**config.mk**
```make
export PLATFORM = sky130hd
export DESIGN_NAME = cdb_arbiter
export DESIGN_NICKNAME = d
export VERILOG_FILES = /design/src/rtl/cdb_arbiter.sv
export SDC_FILE = /design/constraint.sdc
export NUM_CORES = 1
export LEC_CHECK = 0
export CAP_MARGIN = 20
export CORE_MARGIN = 2
export CORE_UTILIZATION = 35
export DETAILED_ROUTE_END_ITERATION = 8
export GPL_ROUTABILITY_DRIVEN = 0
export PLACE_DENSITY = 0.54
export SLEW_MARGIN = 20
export SYNTH_ARGS = -nofsm -noshare
export SYNTH_HDL_FRONTEND = slang
export SYNTH_SLANG_ARGS = --single-unit
```
**constraint.sdc**
```tcl
create_clock -name clk -period 2.4 [get_ports clk]
set_input_delay 0.48 -clock clk [delete_from_list [all_inputs] [get_ports clk]]
set_output_delay 0.48 -clock clk [all_outputs]
set_load 0.02 [all_outputs]
```
**src/rtl/cdb_arbiter.sv**
```systemverilog
// Two-source (ALU, LSB) round-robin arbiter feeding one registered common data bus.
// Define CDB_ARBITER_BYPASS_EN to let a winning push into an empty FIFO go straight onto the CDB.
module cdb_arbiter #(
    parameter int ROB_W      = 4,
    parameter int DATA_W     = 32,
    parameter int FIFO_DEPTH = 2
) (
    input  logic              clk,
    input  logic              rst,
    input  logic              rdy,
    input  logic              flush,
    input  logic              alu_valid,
    input  logic [ROB_W-1:0]  alu_pos,
    input  logic [DATA_W-1:0] alu_value,
    output logic              alu_ready,
    input  logic              lsb_valid,
    input  logic [ROB_W-1:0]  lsb_pos,
    input  logic [DATA_W-1:0] lsb_value,
    output logic              lsb_ready,
    output logic              cdb_valid,
    output logic [ROB_W-1:0]  cdb_pos,
    output logic [DATA_W-1:0] cdb_value,
    output logic              cdb_src
);
    localparam int            PW   = $clog2(FIFO_DEPTH);
    localparam int            CW   = PW + 1;
    localparam logic [CW-1:0] FULL = CW'(FIFO_DEPTH);

    // Source index 0 = ALU, 1 = LSB throughout.
    logic [1:0]             in_vld;
    logic [1:0][ROB_W-1:0]  in_pos;
    logic [1:0][DATA_W-1:0] in_val;

    logic [ROB_W-1:0]   pos_mem_q [2][FIFO_DEPTH];
    logic [DATA_W-1:0]  val_mem_q [2][FIFO_DEPTH];
    logic [1:0][PW-1:0] wp_q, wp_d, rp_q, rp_d;
    logic [1:0][CW-1:0] cnt_q, cnt_d;
    logic               prio_q, prio_d;
    logic               cdb_valid_q, cdb_valid_d;
    logic [ROB_W-1:0]   cdb_pos_q, cdb_pos_d;
    logic [DATA_W-1:0]  cdb_value_q, cdb_value_d;
    logic               cdb_src_q, cdb_src_d;

    logic [1:0] req, eff_req, byp, ready, push, wr, pop;
    logic       win, grant, take_byp;

    assign in_vld = {lsb_valid, alu_valid};
    assign in_pos = {lsb_pos, alu_pos};
    assign in_val = {lsb_value, alu_value};

    always_comb begin
        for (int s = 0; s < 2; s++) begin
            req[s]   = cnt_q[s] != '0;
            ready[s] = rdy & ~flush & (cnt_q[s] < FULL);
            push[s]  = in_vld[s] & ready[s] & (in_pos[s] != '0);
        end
`ifdef CDB_ARBITER_BYPASS_EN
        byp = push & ~req;
`else
        byp = '0;
`endif
        eff_req  = req | byp;
        win      = (&eff_req) ? prio_q : eff_req[1];
        grant    = rdy & ~flush & (|eff_req);
        take_byp = grant & byp[win];
        pop      = '0;
        wr       = push;
        if (grant && !take_byp) pop[win] = 1'b1;
        // A bypassed entry is consumed directly and never occupies its FIFO.
        if (take_byp) wr[win] = 1'b0;
    end

    always_comb begin
        wp_d        = wp_q;
        rp_d        = rp_q;
        cnt_d       = cnt_q;
        prio_d      = prio_q;
        cdb_valid_d = cdb_valid_q;
        cdb_pos_d   = cdb_pos_q;
        cdb_value_d = cdb_value_q;
        cdb_src_d   = cdb_src_q;
        if (rdy && flush) begin
            wp_d        = '0;
            rp_d        = '0;
            cnt_d       = '0;
            prio_d      = 1'b0;
            cdb_valid_d = 1'b0;
            cdb_pos_d   = '0;
        end else if (rdy) begin
            for (int s = 0; s < 2; s++) begin
                wp_d[s]  = wp_q[s] + PW'(wr[s]);
                rp_d[s]  = rp_q[s] + PW'(pop[s]);
                cnt_d[s] = cnt_q[s] + CW'(wr[s]) - CW'(pop[s]);
            end
            cdb_valid_d = grant;
            if (grant) begin
                cdb_pos_d   = take_byp ? in_pos[win] : pos_mem_q[win][rp_q[win]];
                cdb_value_d = take_byp ? in_val[win] : val_mem_q[win][rp_q[win]];
                cdb_src_d   = win;
                prio_d      = ~win;
            end else begin
                cdb_pos_d = '0;
            end
        end
    end

    always_ff @(posedge clk) begin
        if (rst) begin
            wp_q        <= '0;
            rp_q        <= '0;
            cnt_q       <= '0;
            prio_q      <= 1'b0;
            cdb_valid_q <= 1'b0;
            cdb_pos_q   <= '0;
            cdb_value_q <= '0;
            cdb_src_q   <= 1'b0;
        end else begin
            wp_q        <= wp_d;
            rp_q        <= rp_d;
            cnt_q       <= cnt_d;
            prio_q      <= prio_d;
            cdb_valid_q <= cdb_valid_d;
            cdb_pos_q   <= cdb_pos_d;
            cdb_value_q <= cdb_value_d;
            cdb_src_q   <= cdb_src_d;
        end
    end

    // Storage needs no reset: pointers and counts define what is live.
    always_ff @(posedge clk) begin
        for (int s = 0; s < 2; s++) begin
            if (wr[s]) begin
                pos_mem_q[s][wp_q[s]] <= in_pos[s];
                val_mem_q[s][wp_q[s]] <= in_val[s];
            end
        end
    end

    assign alu_ready = ready[0];
    assign lsb_ready = ready[1];
    assign cdb_valid = cdb_valid_q;
    assign cdb_pos   = cdb_pos_q;
    assign cdb_value = cdb_value_q;
    assign cdb_src   = cdb_src_q;
endmodule

```
==> metrics.txt, run 1 <==
status complete, no violations; largest net degree at the start of global routing 33; PortBufs 117; largest fanout on the critical path 2; Worst-Skew Late Latency 0.43 ns; initial antenna violation count 2; CTS max path bufs 2; Routed WL 15,900 µm; post-placement cell count 850; PD cells 704 nW/µm²; area grow syn2layout 32.1%; CTS Hold Bufs 0; Core Footprint 20,800 µm²; #FFs+latches synth 191; share of layout cells above drive strength 1 17.5%; critical path arrival 2.51 ns; post-CTS setup buffer count 0; Initial Utilization 35.3%; synthesized area 7360 µm²; Worst path max stage delay 0.54 ns; GR Util All Layers 14.9%; Setup CP Type in2reg; Max Cap Violations 0; Clock transition at path regs 0.07 ns; Final Hold Fails 0; TritonCTS buffer count 17; Crit path required time 2.71 ns; maximum clock rate 454 MHz; routed wire length per instance 17.9 µm; top cells by area, synth edfxtp_1 (59%), dfxtp_1 (13%), mux2i_1 (11%); Final #Nets 680; Post-DRT Antenna Nets 0; Clock Sinks 191; Post-DP HPWL 10,500 µm; row count 53; cell family with most CP delay simple AND/OR/NAND/NOR gates; share of the synthesized area in the top cell type 58.8%; most frequent cell after synthesis edfxtp_1; syn avg cell area 16.3 µm²; Final min period 2.20 ns; clock skew 0.00842 ns; fin util 46.7%; Final Instance Count excl. Fillers 884; Least-Margin Pin Slew 0.923 ns; PostCTS Resize Cnt 1; first drt pass iteration count 4; DRT iter0 DRCs 213; worst path bufs/invs 3; Async S/R FF share, synth 0%; peak supply drop 0.000469 V; io pins 118; slew margin rel. 38.2%; endpoint class of the critical path register; Root Buffer clkbuf_16; CP startpoint kind input port; post-synth top area cell edfxtp_1; setup TNS 0 ns; global route overflow 0; CTS tree yes; Tot Pwr 6.84 mW; RSZ-0062 raised after global routing false; Slew Viols, Final 0; DR DRC count 0; Synth Net Count 536; vias per inst 4.71; Finish-stage setup viols 0; Static Leak 3.23 nW; Seq/Total Area, Yosys 71.6%; first-pass GRT wire length 24,500 µm; number of synthesized flops with an enable pin 144; tightest hold margin 0.462 ns; Post-synth top cells edfxtp_1 (144), mux2i_1 (78), dfxtp_1 (47); Unique masters post-synth 31; CP Cell Sequence clkdlybuf4s50_1 > or4_1 > and3_4 > inv_1 > ha_1 > inv_1 > ha_1 > xor2_1 > nand2_1 > xor2_1 > nor2_1; H-tree depth 4; Die W 149 µm; Gate Count Post-Synth 450; Die ar. 22,200 µm²; yosys warns 0; slowest cell on the critical path or4_1; via count 4,162; top_reg_cell synth edfxtp_1; Tcrit/Tclk final 91.8%; vias in the first global route 4,441; chip height 149 µm; worst hold path type reg2reg
## per-stage QoR
| step | setup WS [ns] | instance area, µm² |
|---|---|---|
| 6_report | 0.196 | 9720 |
| 5_1_grt | 0.0254 | 9710 |
| 4_1_cts | 0.0186 | 9700 |
| 3_5_place_dp | -0.260 | 9100 |
| 3_3_place_gp | -0.201 | 9100 |
| 2_1_floorplan | -0.144 | 7360 |
## power breakdown
group	leakage, nW	switching [mW]	internal [mW]
combinational	1.25	0.166	0.222
clock	0.290	1.26	1.57
sequential	1.69	0.0199	3.61
## metal layers
layer | vias up | wire length, µm | track usage [%]
met5 | - | 0 | 0
met4 | 0 | 246 | 4.62
met3 | 18 | 981 | 4.31
met2 | 120 | 7210 | 23.1
met1 | 2027 | 7420 | 20.2
li1 | 1997 | - | -
## tightest hold or removal path: cells and delay by family, from the launching register on
family	cells	cell delay (ns)
flip-flops	1	0.32
AND/OR/NAND/NOR	1	0.05
AO/OA/AOI/OAI	1	0.05
## registers in the layout (all words and copies together), names as in the netlist
signal,cells
cdb_valid,1
cnt_q,4
cdb_src,1
pos_mem_q,16
wp_q,2
val_mem_q,128
cdb_value,32
prio_q,1
cdb_pos,4
rp_q,2
## cells in the final DEF (no fill, tap or decap), drive strengths merged
master / n
mux2: 32
clkinvlp: 2
nor2: 13
xor2: 5
dfxtp: 47
edfxtp: 144
or4: 2
xnor2: 1
ha: 8
dlymetal6s2s: 1
dlygate4sd2: 1
buf: 32
nand3b: 32
o21ai: 33
inv: 13
clkinv: 6
o31ai: 1
bufinv: 2
a21oi: 2
or2: 2
nand3: 1
and3: 1
o211ai: 1
mux2i: 78
diode: 2
nor2b: 1
clkdlybuf4s50: 115
a22o: 4
clkbuf: 17
nand2: 3
a21o: 1
a211oi: 4
nand2b: 2
## kinds of logic (layout without fill, tap and decap cells)
logic type / count (synthesis) / after routing / share of synthesized area (%)
other: 0 / 2 / 0
flip-flops: 191 / 191 / 71.6
AND/OR/NAND/NOR: 57 / 57 / 4.86
buffers and inverters: 32 / 189 / 2.07
multiplexers: 110 / 110 / 15.5
XOR/XNOR: 6 / 6 / 0.714
AO/OA/AOI/OAI: 46 / 46 / 3.91
adder cells (fa/ha/maj): 8 / 8 / 1.36
## layout make-up
| type | count | area (µm²) |
|---|---|---|
| Clock buffer | 17 | 425 |
| Fill cell | 1826 | 11100 |
| Clock inverter | 15 | 178 |
| Inverter | 8 | 30.0 |
| Timing Repair Buffer | 149 | 1510 |
| Tap cell | 275 | 344 |
| Multi-Input combinational cell | 227 | 1950 |
| Sequential cell | 191 | 5270 |
| Antenna cell | 2 | 5.00 |
## final timing paths
path	from	endpoint	slack [ns]	cells past startpoint
max	alu_pos[1]	cnt_q[1]	0.20	11
min	cdb_src	cdb_src	0.46	2
max reg2reg	cnt_q[1]	cdb_value[30]	0.30	5
min reg2reg	cdb_src	cdb_src	0.46	2
Note: power is estimated with default switching activity, not from simulation.
==> run 2: changes to the inputs <==
Settings changed: SKIP_CTS_REPAIR_TIMING from default to 1, SLEW_MARGIN 20 to default.
==> metrics.txt, run 2 (synthesized netlist as in run 1, its figures left out) <==
status complete, no violations; via count 4,162 (unchanged); CTS tree yes; worst hold path type reg2reg; Crit path required time 2.71 ns (about the same); Final #Nets 680 (unchanged); initial antenna violation count 2 (unchanged); io pins 118 (unchanged); Finish-stage setup viols 0 (unchanged); TritonCTS buffer count 17 (unchanged); peak supply drop 0.000469 V (unchanged); maximum clock rate 453 MHz (-0.14%); clock skew 0.00842 ns (unchanged); Die W 149 µm (unchanged); worst setup slack after placement -0.260 ns (unchanged); Tot Pwr 6.84 mW (about the same); max layer used met4; hold path cells 2 (unchanged); Final Instance Count excl. Fillers 884 (unchanged); Worst Hold Launch cdb_src; flip-flop count of the largest register after layout 128 (unchanged); endpoint class of the critical path register; most frequent cells in the layout edfxtp_1 (144), clkdlybuf4s50_1 (115), mux2i_1 (78), dfxtp_1 (45); DR DRC count 0 (unchanged); FF-to-FF setup slack 0.30 ns (about the same); setup TNS 0 ns (unchanged); slew margin rel. 38.2% (unchanged); Max Cap Violations 0 (unchanged); Met1 Wirelength 7430 µm (about the same); Post-DRT Antenna Nets 0 (unchanged); largest fanout on the critical path 2 (unchanged); Final Hold Fails 0 (unchanged); Setup CP Type in2reg; PortBufs 117 (unchanged); Tcrit/Tclk final 92.0% (+0.13 points); Worst path max stage delay 0.52 ns (-0.02 ns); Static Leak 3.24 nW (+0.34%); Final min period 2.21 ns (+0.00304 ns); share of layout cells above drive strength 1 17.5% (unchanged); Slew Viols, Final 0 (unchanged); slowest cell on the critical path or4_1; chip height 149 µm (unchanged); CP Cell Sequence clkdlybuf4s50_1 > or4_1 > and3_4 > inv_1 > ha_1 > inv_1 > ha_1 > xor2_1 > nand2_1 > xor2_1 > nor2_1; R2R cell count 5 (unchanged); routed wl met3 978 µm (-0.31%); Reg-to-Reg End cdb_value[30]; global route overflow 0 (unchanged); H-tree depth 4 (unchanged); first drt pass iteration count 4 (unchanged); Routed WL 15,900 µm (unchanged); setup slack after layout 0.193 ns (-0.00304 ns); RSZ-0062 raised after global routing false; vias per inst 4.71 (unchanged); Die ar. 22,200 µm² (unchanged); area grow syn2layout 32.1% (about the same); Worst Hold End cdb_src; Clock Sinks 191 (unchanged); routed length on met2 7210 µm (about the same); Least-Margin Pin Slew 0.923 ns (unchanged); GR Util All Layers 14.9% (unchanged); Clock transition at path regs 0.07 ns (about the same); first-pass GRT wire length 24,500 µm (unchanged); Root Buffer clkbuf_16; critical path arrival 2.51 ns (about the same); post-placement cell count 850 (unchanged); row count 53 (unchanged); Worst-Skew Late Latency 0.43 ns (about the same); DRT iter0 DRCs 213 (unchanged); routed wire length per instance 17.9 µm (unchanged); vias in the first global route 4,441 (unchanged); Post-DP HPWL 10,500 µm (unchanged); largest net degree at the start of global routing 33 (unchanged); reg2reg start cnt_q[1]; PD cells 704 nW/µm² (about the same); Initial Utilization 35.3% (unchanged); Core Footprint 20,800 µm² (unchanged); CTS max path bufs 2 (unchanged); most common cell after layout, fill and taps aside edfxtp_1; CP startpoint kind input port
[run 2: cell types whose count changed in the layout (fill, tap and decap cells not counted)]
| cell | before | now |
|---|---|---|
| dlygate4sd2_1 | 1 | 0 |
| dlymetal6s2s_1 | 1 | 2 |
[run 2: how the worst max path moves through the flow]
stage / depth (start not counted) / endpoint / from
2_1_floorplan: 4 / pos_mem_q[0][4] / flush
3_3_place_gp: 11 / cnt_q[1] / alu_pos[1]
3_5_place_dp: 11 / cnt_q[1] / alu_pos[0]
4_1_cts: 5 / alu_ready / rdy
5_1_grt: 11 / cnt_q[1] / alu_pos[1]
6_report: 11 / cnt_q[1] / alu_pos[0]
[run 2: per-layer routing]
metal	track usage, %	up-vias
li1	-	1997
met1	20.2	2027
met2	23.1	120
met3	4.31	18
met4	4.62	0
met5	0	-
[run 2: critical path, delay by kind of cell]
kind / cells / cell delay, ns
buffers and inverters: 3 / 0.54
AND/OR/NAND/NOR: 4 / 0.86
adder cells (fa/ha/maj): 2 / 0.36
XOR/XNOR: 2 / 0.28
[run 2: cell type report]
class | instances | area (µm²)
flip-flops and latches | 191 | 5270
multi-input cells | 227 | 1950
clock inverters | 15 | 178
repair buffers | 149 | 1520
diodes | 2 | 5.00
fillers | 1824 | 11100
inverters | 8 | 30.0
well taps | 275 | 344
clock buffers | 17 | 425
[run 2: metrics by stage]
| step | hold WS, ns | area [µm²] | util [%] |
|---|---|---|---|
| after floorplan | 0.472 | 7360 | - |
| after global placement | 0.465 | 9100 | 43.7 |
| after detailed placement | 0.451 | 9100 | 43.7 |
| after CTS | 0.464 | 9710 | 46.6 |
| after global routing | 0.493 | 9720 | 46.7 |
| final | 0.462 | 9720 | 46.7 |
[run 2: where the power goes]
| group | internal, mW | total, mW | switching, mW |
|---|---|---|---|
| Combinational | 0.222 | 0.389 | 0.166 |
| Clock | 1.57 | 2.82 | 1.26 |
| Sequential | 3.61 | 3.63 | 0.0199 |
==> patch: new RTL, config.mk and constraints of run 1 <==
The option `CDB_ARBITER_BYPASS_EN` is turned on by a define.
--- a/src/rtl/cdb_arbiter.sv
+++ b/src/rtl/cdb_arbiter.sv
@@ -1,4 +1,6 @@
 // Two-source (ALU, LSB) round-robin arbiter feeding one registered common data bus.
 // Define CDB_ARBITER_BYPASS_EN to let a winning push into an empty FIFO go straight onto the CDB.
+`define CDB_ARBITER_BYPASS_EN
+
 module cdb_arbiter #(
     parameter int ROB_W      = 4,
Function: changed (Yosys sat finds a counterexample within 4 cycles, from zero or initial values and one cycle with rst high).
==> patch against run 1 <==
Clock skew grew 2.2 ps; setup slack lost 110 ps; area after synthesis grew 13%; wire length grew 45%; core utilization grew 0.77 points; hold slack lost 35 ps; cell area grew 14%; sequential cell count is the same; global-route usage grew 4.1 points; critical path type unchanged.
Power is not compared: it rests on default switching activity, and its combinational part moved more than twofold at a synthesized area within 25%.
==> patch: results (changes against run 1) <==
** Route
- Routed WL per cell :: 20.3 um (+13%)
- Total vias in the final route :: 5981 (+44%)
- The number of detailed-routing iterations run before antenna repair is 6 (+2).
- The count of routing violations after the opening detailed-route iteration was 482 (+130%).
- Via density :: 5.29 (+12%)

** Pwr
- Across the VDD grid, the largest voltage drop is ~470 uV.
- Leak :: around 3.7 nW
- The internal portion of the total power is about 5.4 mW.

** Placement
- Estimated wirelength of the detail-placed design :: 15.1 mm (+43%)
- Worst slack at placement :: -744 ps (-484 ps)
- The count of input and output buffers is 117 (unchanged).
- Cells after DPL :: 1094 (+29%)
- Placed instance area :: 10500 um2 (+15%)

** Worst hold path
- The number of cells on the worst hold path is 2 (unchanged).
- Worst Hold Launch :: rst
- The min-delay analysis places its worst path in the category input port to register.

** Worst setup path
- The register-to-register path setup slack is 120 ps (-180 ps).
- Worst reg2reg path endpoint :: cnt_q[1]
- The slowest stage of the critical path belongs to the cell sky130_fd_sc_hd__clkdlybuf4s50_1.
- Among cell families on the critical path, the largest total delay comes from buffers and inverters.
- Largest stage delay on the critical path :: 470 ps (-70 ps)
- Launching element of the worst setup path :: alu_valid
- The data arrival at the endpoint of the critical path came to 2630 ps (+120 ps).
- The worst register-to-register path begins at cnt_q[3].
- Worst Path Max Fanout :: 3 (+1)
- Number of cells on the worst reg-to-reg path :: 12 (+7)

** Logic synthesis
- Synth top cells by count :: sky130_fd_sc_hd__edfxtp_1, sky130_fd_sc_hd__o21ai_0, sky130_fd_sc_hd__dfxtp_1, sky130_fd_sc_hd__mux2i_1, sky130_fd_sc_hd__nand2_1
- The sequential cell area fraction in the yosys report came to 0.634 (-0.0812).
- The post-synth net total came to 723 (+35%).
- The post-synthesis area per instance came to 13.0 um2 (-20%).
- Number of enable-type register cells in the synthesized netlist :: 144 (unchanged)
- Yosys attributes the largest share of cell area to sky130_fd_sc_hd__edfxtp_1, sky130_fd_sc_hd__dfxtp_1, sky130_fd_sc_hd__mux2i_1.
- Distinct cell type count after synthesis :: 42 (+35%)
- The share of flip-flops with an asynchronous set or reset after synthesis was 0 (unchanged).

** Finish
- The count of nets after finishing was 885 (+30%).
- The fraction of layout instances using a drive strength above 1 came to 0.223 (+0.0483).
- Number of diodes added for antenna fixing :: 0 (-2)
- Flip-flop count of the largest register, all copies and words added :: 128 (unchanged)

** Clocking
- Clk_lat worst skew :: 430 ps (about the same)
- The maximum clock insertion buffer count came to 2 (unchanged).
- The count of H-tree levels built during CTS is 4 (unchanged).
- Inserted Clock Buffers :: 17 (unchanged)
- Clock Tree Root :: sky130_fd_sc_hd__clkbuf_16

** STA
- Smallest hold slack :: 427 ps (-35.4 ps)
- Worst rel slew slack :: 0.507 (+0.125)
- Clock skew after layout :: 10.6 ps (+2.20 ps)

** Global route
- Via count of the first global-routing pass :: 6329 (+43%)
- Total GRT Usage :: 0.190 (+0.0413)
- The number of antenna violations at the first check in global routing came to 0 (-2).
- The maximum number of pins on one net before global-route repair came to 65 (+97%).
- Global-route wire length before repair :: 35.5 mm (+45%)

** Run status
- Result of the run :: complete, no violations
## patch: timing repair
item	CTS	global route
gates cloned	0	0
endpoints found under the hold margin	0	0
gates resized for setup	16	19
setup buffers	0	5
endpoints found under the setup margin	156	36
pin swaps	3	12
## patch: cell type report
cell class	instances	area (um2)
Fill cell	2083	12300
Multi-Input combinational cell	391	2940
Timing Repair Buffer	191	1910
Clock buffer	18	429
Inverter	7	26.3
Tap cell	319	399
Clock inverter	14	128
Sequential cell	191	5270
## patch: worst max-delay path by stage
stage | slack [ps] | endpoint | cells past startpoint
after global placement | -690 | cnt_q[1] | 13
after global routing | -40 | cnt_q[1] | 12
final | 80 | cnt_q[1] | 13
after detailed placement | -740 | cnt_q[3] | 12
after CTS | 0.04 | cnt_q[3] | 13
after floorplan | -310 | cnt_q[1] | 13
## patch: kinds of logic after synthesis
group	share of synthesized area
compound gates	0.152
buf+inv	0.0302
fa+ha+maj	0.0121
simple gates	0.0656
mux	0.101
flops	0.634
xor+xnor	0.00528
## patch: worst register-to-register path, delay by kind of cell, from the launching register on
family	cells	cell delay, ps
buf+inv	2	120
xor+xnor	2	260
fa+ha+maj	2	360
flops	1	310
compound gates	2	670
simple gates	4	470
## patch: power by group through the flow
stage          logic [mW]  registers (mW)  clock network [mW]
3_3_place_gp        0.824            3.75                   0
4_1_cts             0.840            3.68                2.74
2_1_floorplan       0.325            3.79                   0
6_report            0.842            3.68                2.68
3_5_place_dp        0.833            3.75                   0
5_1_grt             0.908            3.69                2.88
## patch: routing by layer
layer | up-vias | wire, um | GRT usage
li1 | 2777 | - | -
met1 | 2997 | 10000 | 0.244
met2 | 177 | 11700 | 0.331
met3 | 30 | 950 | 0.0298
met4 | 0 | 367 | 0.0566
met5 | - | 0 | 0
